===== src/rtl/posterior_decoder_if.sv =====
// Decoder handshake and column bus: start/busy/done transaction plus
// per-class stochastic bits and log-domain sums in, winner/score/tie out.
interface posterior_decoder_if #(
  parameter int M       = 8,
  parameter int N_CLASS = 4,
  parameter int CNT_W   = 10
);
  localparam int SW = (CNT_W > M) ? CNT_W : M;
  localparam int IW = $clog2(N_CLASS);

  logic                          start;
  logic                          stoch_log;
  logic [CNT_W-1:0]              n_cycles;
  logic                          bit_valid;
  logic [N_CLASS-1:0]            bit_in;
  logic                          data_valid;
  logic [N_CLASS-1:0][M-1:0]     data_in;
  logic                          busy;
  logic                          done;
  logic [IW-1:0]                 winner;
  logic [SW-1:0]                 score;
  logic                          tie;

  modport master (
    output start, stoch_log, n_cycles, bit_valid, bit_in, data_valid, data_in,
    input  busy, done, winner, score, tie
  );
  modport slave (
    input  start, stoch_log, n_cycles, bit_valid, bit_in, data_valid, data_in,
    output busy, done, winner, score, tie
  );
endinterface


===== src/rtl/posterior_decoder.sv =====
// Collects per-class column outputs (stochastic bit counts or log sums) and
// decodes the winning class with a sequential argmax, one class per cycle.
module posterior_lane #(
  parameter int M     = 8,
  parameter int CNT_W = 10,
  parameter int SW    = 10
) (
  input  logic          clk_i,
  input  logic          rst_i,
  input  logic          clr_i,
  input  logic          inc_i,
  input  logic          bit_i,
  input  logic          ld_i,
  input  logic [M-1:0]  data_i,
  output logic [SW-1:0] score_o
);
  localparam logic [SW-1:0] SAT = SW'({CNT_W{1'b1}});

  logic [SW-1:0] score_q, score_d;

  always_comb begin
    score_d = score_q;
    if (clr_i)                                  score_d = '0;
    else if (ld_i)                              score_d = SW'(data_i);
    else if (inc_i && bit_i && score_q != SAT)  score_d = score_q + 1'b1;
  end

  always_ff @(posedge clk_i) begin
    if (rst_i) score_q <= '0;
    else       score_q <= score_d;
  end

  assign score_o = score_q;
endmodule

module posterior_decoder #(
  parameter int M       = 8,
  parameter int N_CLASS = 4,
  parameter int CNT_W   = 10
) (
  input  logic              clk_i,
  input  logic              rst_i,
  posterior_decoder_if.slave dec_if
);
  localparam int SW = (CNT_W > M) ? CNT_W : M;
  localparam int IW = $clog2(N_CLASS);

  typedef enum logic [1:0] {IDLE, RUN, DECIDE, DONE} state_t;

  state_t                     state_q;
  logic                       mode_q;
  logic [CNT_W-1:0]           rem_q;
  logic [IW-1:0]              idx_q, best_idx_q, winner_q;
  logic [SW-1:0]              best_q, score_q;
  logic                       tie_q, tie_out_q, busy_q, done_q;
  logic [N_CLASS-1:0][SW-1:0] lane_score;
  logic [SW-1:0]              cur;
  logic                       accept, inc, ld;

  // done_q is high while state is already back in IDLE; a start in that cycle must be dropped
  assign accept = (state_q == IDLE) && dec_if.start && !done_q;
  assign inc    = (state_q == RUN) && !mode_q && dec_if.bit_valid;
  assign ld     = (state_q == RUN) &&  mode_q && dec_if.data_valid;
  assign cur    = lane_score[idx_q];

  for (genvar g = 0; g < N_CLASS; g++) begin : g_lane
    posterior_lane #(.M(M), .CNT_W(CNT_W), .SW(SW)) u_lane (
      .clk_i   (clk_i),
      .rst_i   (rst_i),
      .clr_i   (accept),
      .inc_i   (inc),
      .bit_i   (dec_if.bit_in[g]),
      .ld_i    (ld),
      .data_i  (dec_if.data_in[g]),
      .score_o (lane_score[g])
    );
  end

  always_ff @(posedge clk_i) begin
    if (rst_i) begin
      state_q    <= IDLE;
      mode_q     <= 1'b0;
      rem_q      <= '0;
      idx_q      <= '0;
      best_idx_q <= '0;
      best_q     <= '0;
      tie_q      <= 1'b0;
      busy_q     <= 1'b0;
      done_q     <= 1'b0;
      winner_q   <= '0;
      score_q    <= '0;
      tie_out_q  <= 1'b0;
    end else begin
      done_q <= 1'b0;
      unique case (state_q)
        IDLE: if (accept) begin
          mode_q    <= dec_if.stoch_log;
          rem_q     <= dec_if.n_cycles;
          idx_q     <= '0;
          busy_q    <= 1'b1;
          winner_q  <= '0;
          score_q   <= '0;
          tie_out_q <= 1'b0;
          state_q   <= (!dec_if.stoch_log && dec_if.n_cycles == '0) ? DECIDE : RUN;
        end
        RUN: begin
          if (!mode_q) begin
            if (dec_if.bit_valid) begin
              rem_q <= rem_q - 1'b1;
              if (rem_q == CNT_W'(1)) state_q <= DECIDE;
            end
          end else if (dec_if.data_valid) begin
            state_q <= DECIDE;
          end
        end
        DECIDE: begin
          // ties keep the lower index, so only strictly greater replaces
          if (idx_q == '0 || cur > best_q) begin
            best_q     <= cur;
            best_idx_q <= idx_q;
            tie_q      <= 1'b0;
          end else if (cur == best_q) begin
            tie_q <= 1'b1;
          end
          if (idx_q == IW'(N_CLASS - 1)) state_q <= DONE;
          else                           idx_q   <= idx_q + 1'b1;
        end
        DONE: begin
          winner_q  <= best_idx_q;
          score_q   <= best_q;
          tie_out_q <= tie_q;
          done_q    <= 1'b1;
          busy_q    <= 1'b0;
          state_q   <= IDLE;
        end
        default: state_q <= IDLE;
      endcase
    end
  end

  assign dec_if.busy   = busy_q;
  assign dec_if.done   = done_q;
  assign dec_if.winner = winner_q;
  assign dec_if.score  = score_q;
  assign dec_if.tie    = tie_out_q;
endmodule


===== src/flat_wrapper.sv =====
// flat-port wrapper written by rule: the top's interface ports become plain ports
module posterior_decoder_flat 
#(
  parameter int M       = 8,
  parameter int N_CLASS = 4,
  parameter int CNT_W   = 10
)
  (clk_i, rst_i, dec_if_start, dec_if_stoch_log, dec_if_n_cycles, dec_if_bit_valid, dec_if_bit_in, dec_if_data_valid, dec_if_data_in, dec_if_busy, dec_if_done, dec_if_winner, dec_if_score, dec_if_tie);
  posterior_decoder_if #(.M(M), .N_CLASS(N_CLASS), .CNT_W(CNT_W)) dec_if_i ();
  input  logic clk_i;
  input  logic rst_i;
  input wire logic [$bits(dec_if_i.start)-1:0] dec_if_start;
  input wire logic [$bits(dec_if_i.stoch_log)-1:0] dec_if_stoch_log;
  input wire logic [$bits(dec_if_i.n_cycles)-1:0] dec_if_n_cycles;
  input wire logic [$bits(dec_if_i.bit_valid)-1:0] dec_if_bit_valid;
  input wire logic [$bits(dec_if_i.bit_in)-1:0] dec_if_bit_in;
  input wire logic [$bits(dec_if_i.data_valid)-1:0] dec_if_data_valid;
  input wire logic [$bits(dec_if_i.data_in)-1:0] dec_if_data_in;
  output wire logic [$bits(dec_if_i.busy)-1:0] dec_if_busy;
  output wire logic [$bits(dec_if_i.done)-1:0] dec_if_done;
  output wire logic [$bits(dec_if_i.winner)-1:0] dec_if_winner;
  output wire logic [$bits(dec_if_i.score)-1:0] dec_if_score;
  output wire logic [$bits(dec_if_i.tie)-1:0] dec_if_tie;
  assign dec_if_i.start = dec_if_start;
  assign dec_if_i.stoch_log = dec_if_stoch_log;
  assign dec_if_i.n_cycles = dec_if_n_cycles;
  assign dec_if_i.bit_valid = dec_if_bit_valid;
  assign dec_if_i.bit_in = dec_if_bit_in;
  assign dec_if_i.data_valid = dec_if_data_valid;
  assign dec_if_i.data_in = dec_if_data_in;
  assign dec_if_busy = dec_if_i.busy;
  assign dec_if_done = dec_if_i.done;
  assign dec_if_winner = dec_if_i.winner;
  assign dec_if_score = dec_if_i.score;
  assign dec_if_tie = dec_if_i.tie;
  posterior_decoder #(.M(M), .N_CLASS(N_CLASS), .CNT_W(CNT_W)) u_core (.clk_i(clk_i), .rst_i(rst_i), .dec_if(dec_if_i));
endmodule

===== config.mk =====
export PLATFORM = sky130hd
export DESIGN_NAME = posterior_decoder_flat
export DESIGN_NICKNAME = d
export VERILOG_FILES = /design/src/rtl/posterior_decoder_if.sv /design/src/rtl/posterior_decoder.sv /design/src/flat_wrapper.sv
export SDC_FILE = /design/constraint.sdc
export NUM_CORES = 1
export LEC_CHECK = 0
export CORE_MARGIN = 2
export CORE_UTILIZATION = 46
export CTS_CLUSTER_DIAMETER = 60
export DETAILED_ROUTE_END_ITERATION = 10
export PLACE_DENSITY_LB_ADDON = 0.12
export SYNTH_ARGS = -nofsm -noshare
export SYNTH_HDL_FRONTEND = slang
export SYNTH_SLANG_ARGS = --single-unit

===== constraint.sdc =====
create_clock -name clk_i -period 3.3 [get_ports clk_i]
set_input_delay 0.99 -clock clk_i [delete_from_list [all_inputs] [get_ports clk_i]]
set_output_delay 0.99 -clock clk_i [all_outputs]
set_load 0.03 [all_outputs]

; ---- Yosys cells after proc, flatten, opt, wreduce, memory -nomap -nowiden
; Cells that the tools add are included.
[totals]
register_bits = 83
output_inout_bits = 15
elab_cells = 120
[op_classes]
add_sub_neg = 6
order_cmp = 2
eq_ne = 18
mux = 35
n_reduce_logical = 39
[op_table]
columns = op, count
row1 = two-way mux 8 bit, 8
row2 = two-way mux 10 bit, 5
row3 = adder 10 x 1 -> 10 bit (second input constant), 4
row4 = != test 10 bit (second input constant), 4
row5 = case mux 10 bit (2 select lines), 2
row6 = binary-select mux 10 bit (select 2 bit), 1
row7 = two-way mux 2 bit, 9
row8 = nonzero test 2 bit, 8
row9 = logical AND 1 bit, 15
row10 = == test 10 x 1 -> 1 bit (second input constant), 1
row11 = == test 10 bit, 1
row12 = > comparator 10 bit, 1
row13 = logical NOT 10 bit, 1
row14 = subtractor 10 x 1 -> 10 bit (second input constant), 1
row15 = case mux 2 bit (2 select lines), 2
row16 = case mux 2 bit (4 select lines), 1
row17 = AND reduction 2 bit, 4
row18 = == test 2 bit (second input constant), 3
row19 = != test 2 bit (second input constant), 3
row20 = != test 3 x 2 -> 1 bit (second input constant), 2
row21 = two-way mux 1 bit, 5
row22 = AND reduction 5 bit, 1
row23 = logical NOT 2 bit, 2
row24 = != test 2 x 1 -> 1 bit (second input constant), 2
row25 = other kinds (11), 14

; ---- Logic depth before layout (Yosys ltp)
[logic_depth]
ltp_word = 7
mapped_depth = 11
mapped_depth_nobuf = 8

; ---- Modules after synthesis
; A second synthesis with hierarchy kept.
[hier_totals]
hier_cells = 572
hier_area_um2 = 4908.5
[modules_own_cells]
columns = mod, instances, cells_each, area_each_um2, seq_area_each_um2
row1 = posterior_decoder, 1, 288, 2521.2, 860.8
row2 = posterior_lane, 4, 71, 596.8, 200.2

; ---- Worst setup path before layout
; No wires, ideal clock.
[synth_path]
path_kind = reg-to-reg
from = register u_core.idx_q[1]
to = register u_core.best_q[0]
arrival_ns = 2.621
setup_slack_ns = 0.607
stages_incl_launch_ff = 11
path_buffers = 3
synth_period_minus_slack_ns = 2.693
cell_sequence = dfxtp_1 > buf_2 > buf_2 > mux4_2 > ha_1 > and3_1 > nand4_1 > o21a_1 > a21oi_2 > buf_6 > mux2i_1
[synth_between]
elab_chain_len = 5
word_cells_on_any_way = 6
cone_classes = 1 x order compare / 2 x mux / 3 x reduce/logical
[synth_lines]
columns = element, line_no
row1 = "start, declared", posterior_decoder.sv:53  ; logic [IW-1:0] idx_q, best_idx_q, winner_q;
row2 = "start signal, assigned", posterior_decoder.sv:126  ; else idx_q <= idx_q + 1'b1;
row3 = binary-select mux 10 bit (select 2 bit), posterior_decoder.sv:64  ; assign cur = lane_score[idx_q];
row4 = two-way mux 10 bit (not written as such), posterior_decoder.sv:64
row5 = named net u_core.cur[9], posterior_decoder.sv:57  ; logic [SW-1:0] cur;
row6 = > comparator 10 bit, posterior_decoder.sv:118  ; if (idx_q == '0 || cur > best_q) begin
row7 = logical OR 1 bit, posterior_decoder.sv:118
row8 = AND reduction 2 bit (no line), n/a
row9 = "end signal, assigned", posterior_decoder.sv:119  ; best_q <= cur;
row10 = "end, declared", posterior_decoder.sv:54  ; logic [SW-1:0] best_q, score_q;
; The timed path passes the listed nets, and every way through them passes these cells. The select of a mux whose other input is x is not followed.
; A chain may end at the register's enable or synchronous reset.

; ---- Worst setup path in the final report
[layout_path]
from = register u_core.idx_q[0]
to = register u_core.best_q[5]
; The elaborated chain is that of the path after synthesis.

==> run summary <==
#FFs+latches synth -> 83
DR iter-0 viols -> 222
clock period minus worst slack -> 2810 ps
synthesized cell area -> 0.00488 mm2
combinational share of power -> 35.7%
Pwr Density -> 516 mW/mm2
Fin. Hold Viols -> 0
clk root buf -> clkbuf_8
IO Port Bufs -> 66
worst skew pair latency -> 360 ps
Initial DRT Pass Iterations -> 4
Internal -> 1.92 mW
Die H -> 107 um
Max H-tree Level -> 3
DP Area -> 0.00566 mm2
setup slack at placement -> 403 ps
Layout Cells excl Fill -> 753
worst-path fanout max -> 11
Post-synth ARST share -> 0%
Sequential Power Share -> 39.8%
Least-Margin Pin Slew -> 1050 ps
RePlAce Congestion -> 0.893
Antenna Nets Post-Route -> 0
antenna violations before repair -> 0
post-route cell area -> 0.00585 mm2
Yosys warning count -> 0
Post-Syn Nets -> 629
Clk pwr share -> 24.5%
Starting Density -> 47.3%
Fill cells -> 940
most frequent cells in the layout -> dfxtp_1, clkdlybuf4s50_1, nor2_1, a21oi_1
hold crit path type -> flip-flop to flip-flop
Pleak -> 1.99 nW
Slew Viols, Final -> 0
critical-path cell with the highest stage delay -> dfxtp_1
total power -> 3.01 mW
RSZ-0062 raised after global routing -> false
Buf+Inv Stages, Crit Path -> 2
max-cap violations -> 0
via count -> 4317
Bufs on Longest Clock Path -> 2
Final Net Count -> 687
Critical Path Max Stage Delay -> 640 ps
Multi-input gate area -> 0.00298 mm2
Rel. slew slack -> 30.0%
Switch Pwr -> 1.10 mW
CP top delay family -> multiplexers
CP startpoint kind -> flip-flop
vias in the first global route -> 4055
maximum VDD drop -> 277 uV
crit end category -> flip-flop
Synth-to-Final Area Change -> 19.7%
DRT Wirelength -> 12100 um
Core ar. -> 0.0103 mm2
Overflow after GRT -> 0
ant diodes -> 0
DR vias/cell -> 5.73
CP Class -> flip-flop to flip-flop
final setup violation count -> 0
crit path cell chain -> buf_4 -> mux4_2 -> ha_1 -> nand2_1 -> o21ai_0 -> o211ai_1 -> a21oi_2 -> buf_4 -> mux2i_1
total die area -> 0.0115 mm2
storage element area -> 0.00166 mm2
Main synth FF type -> dfxtp_1
clk slew on worst S/H paths -> 80 ps
share of post-route cells with drive strength above 1 -> 8.75%
switching fraction of total power -> 36.5%
Post-Syn Instances -> 555
placed cell count -> 738
cts hold-fix bufs -> 0
Req. time, crit path -> 3590 ps
fmax -> 0.356 GHz
# DRC -> 0
Tcrit/Tclk final -> 85.1%
CTS tree -> built
Global Route Usage Sum -> 22.3%
number of synthesized flops with an enable pin -> 0
clock sinks -> 83
Worst Path Arrival -> 3100 ps
WL/cell -> 16.1 um
num rows -> 37
most common cell after layout, fill and taps aside -> dfxtp_1
Final WS setup -> 492 ps
Worst Skew -> 8.82 ps
post-CTS setup buffers -> 0
Post-DP HPWL -> 9100 um
largest net degree at the start of global routing -> 52
setup TNS -> 0 ps
sequential-to-total area share from yosys stat -> 34.0%
run status -> finished clean
cts bufs inserted -> 9
# resized after CTS -> 0
Most Frequent Cell on Critical Path -> buf_4
Yosys cell types -> 66
Ports -> 67
first-pass GRT wire length -> 20200 um
die width -> 107 um
Post-Syn Area per Cell -> 8.80 um2
==> area by class of cell <==
| type | count | area share (%) |
|---|---|---|
| Clock buffer | 11 | 2.42 |
| Clock inverter | 4 | 0.877 |
| Inverter | 27 | 1.73 |
| Multi-Input combinational cell | 417 | 51.0 |
| Sequential cell | 83 | 28.4 |
| Tap cell | 136 | 2.91 |
| Timing Repair Buffer | 75 | 12.7 |
==> synth_stat cells (4+ instances only) <==
cell type,n,area [um2]
dfxtp_1,83,1660
nor2_1,47,176
a21oi_1,45,225
nand2_1,36,135
o21ai_0,36,180
nand2b_1,28,175
inv_1,27,101
ha_1,22,275
mux2i_1,19,190
a22oi_1,17,128
clkbuf_1,17,63.8
nand4_1,15,93.8
and3_1,13,81.3
xor2_1,13,114
nand3_1,12,60.1
xnor2_1,11,96.3
mux4_2,10,225
a211oi_1,9,67.6
nor3_1,8,40.0
o211ai_1,8,60.1
buf_2,6,30.0
o31ai_1,5,37.5
nand4b_1,4,35.0
nor4_1,4,25.0
o21a_1,4,30.0
==> power by group through the flow <==
stage | combinational, mW | sequential, mW | clock (mW)
final | 1.08 | 1.20 | 0.740
after global routing | 1.20 | 1.21 | 0.807
after CTS | 1.08 | 1.20 | 0.755
after detailed placement | 1.08 | 1.22 | 0
after global placement | 1.05 | 1.22 | 0
after floorplan | 0.842 | 1.19 | 0
==> worst paths after layout <==
kind                 startpoint                  to  slack [ps]  cells past startpoint
min reg2reg  u_core.dec_if.busy  u_core.dec_if.busy         480                      2
max reg2reg     u_core.idx_q[0]    u_core.best_q[5]         490                      9
max             u_core.idx_q[0]    u_core.best_q[5]         490                      9
min          u_core.dec_if.busy  u_core.dec_if.busy         480                      2
==> sequential cells by signal (all words and copies together), names as in the netlist <==
name                          flops
u_core.g_lane.u_lane.score_o     40
u_core.best_q                    10
u_core.dec_if.score              10
u_core.rem_q                     10
u_core.best_idx_q                 2
u_core.dec_if.winner              2
u_core.idx_q                      2
u_core.state_q                    2
u_core.dec_if.busy                1
u_core.dec_if.done                1
u_core.dec_if.tie                 1
u_core.mode_q                     1
u_core.tie_q                      1
==> cells by family after synthesis <==
kind of cell             Yosys count  share of synthesized area, %
AND/OR/NAND/NOR                  195                          22.4
AO/OA/AOI/OAI                    147                          20.2
flip-flops                        83                          34.0
buffers and inverters             55                          4.94
multiplexers                      29                          8.50
XOR/XNOR                          24                          4.30
adder cells (fa/ha/maj)           22                          5.64
==> per-layer routing <==
| metal | global-route usage (%) | part of all wire (%) |
|---|---|---|
| met1 | 29.9 | 47 |
| met2 | 35.9 | 47 |
| met3 | 3.77 | 4.4 |
| met4 | 8.63 | 2.0 |
| met5 | 0 | 0 |
==> worst min-delay path: stages, from the launching register on <==
cell and delay (ps):
dfxtp_1 320, nand2b_1 70, a21oi_1 60
==> per-stage QoR <==
stage          utilization [%]  hold slack, ps
2_1_floorplan                -             449
3_3_place_gp              54.8             465
3_5_place_dp              54.8             477
4_1_cts                   56.6             490
5_1_grt                   56.6             505
6_report                  56.6             481
Note: power is estimated with default switching activity, not from simulation.
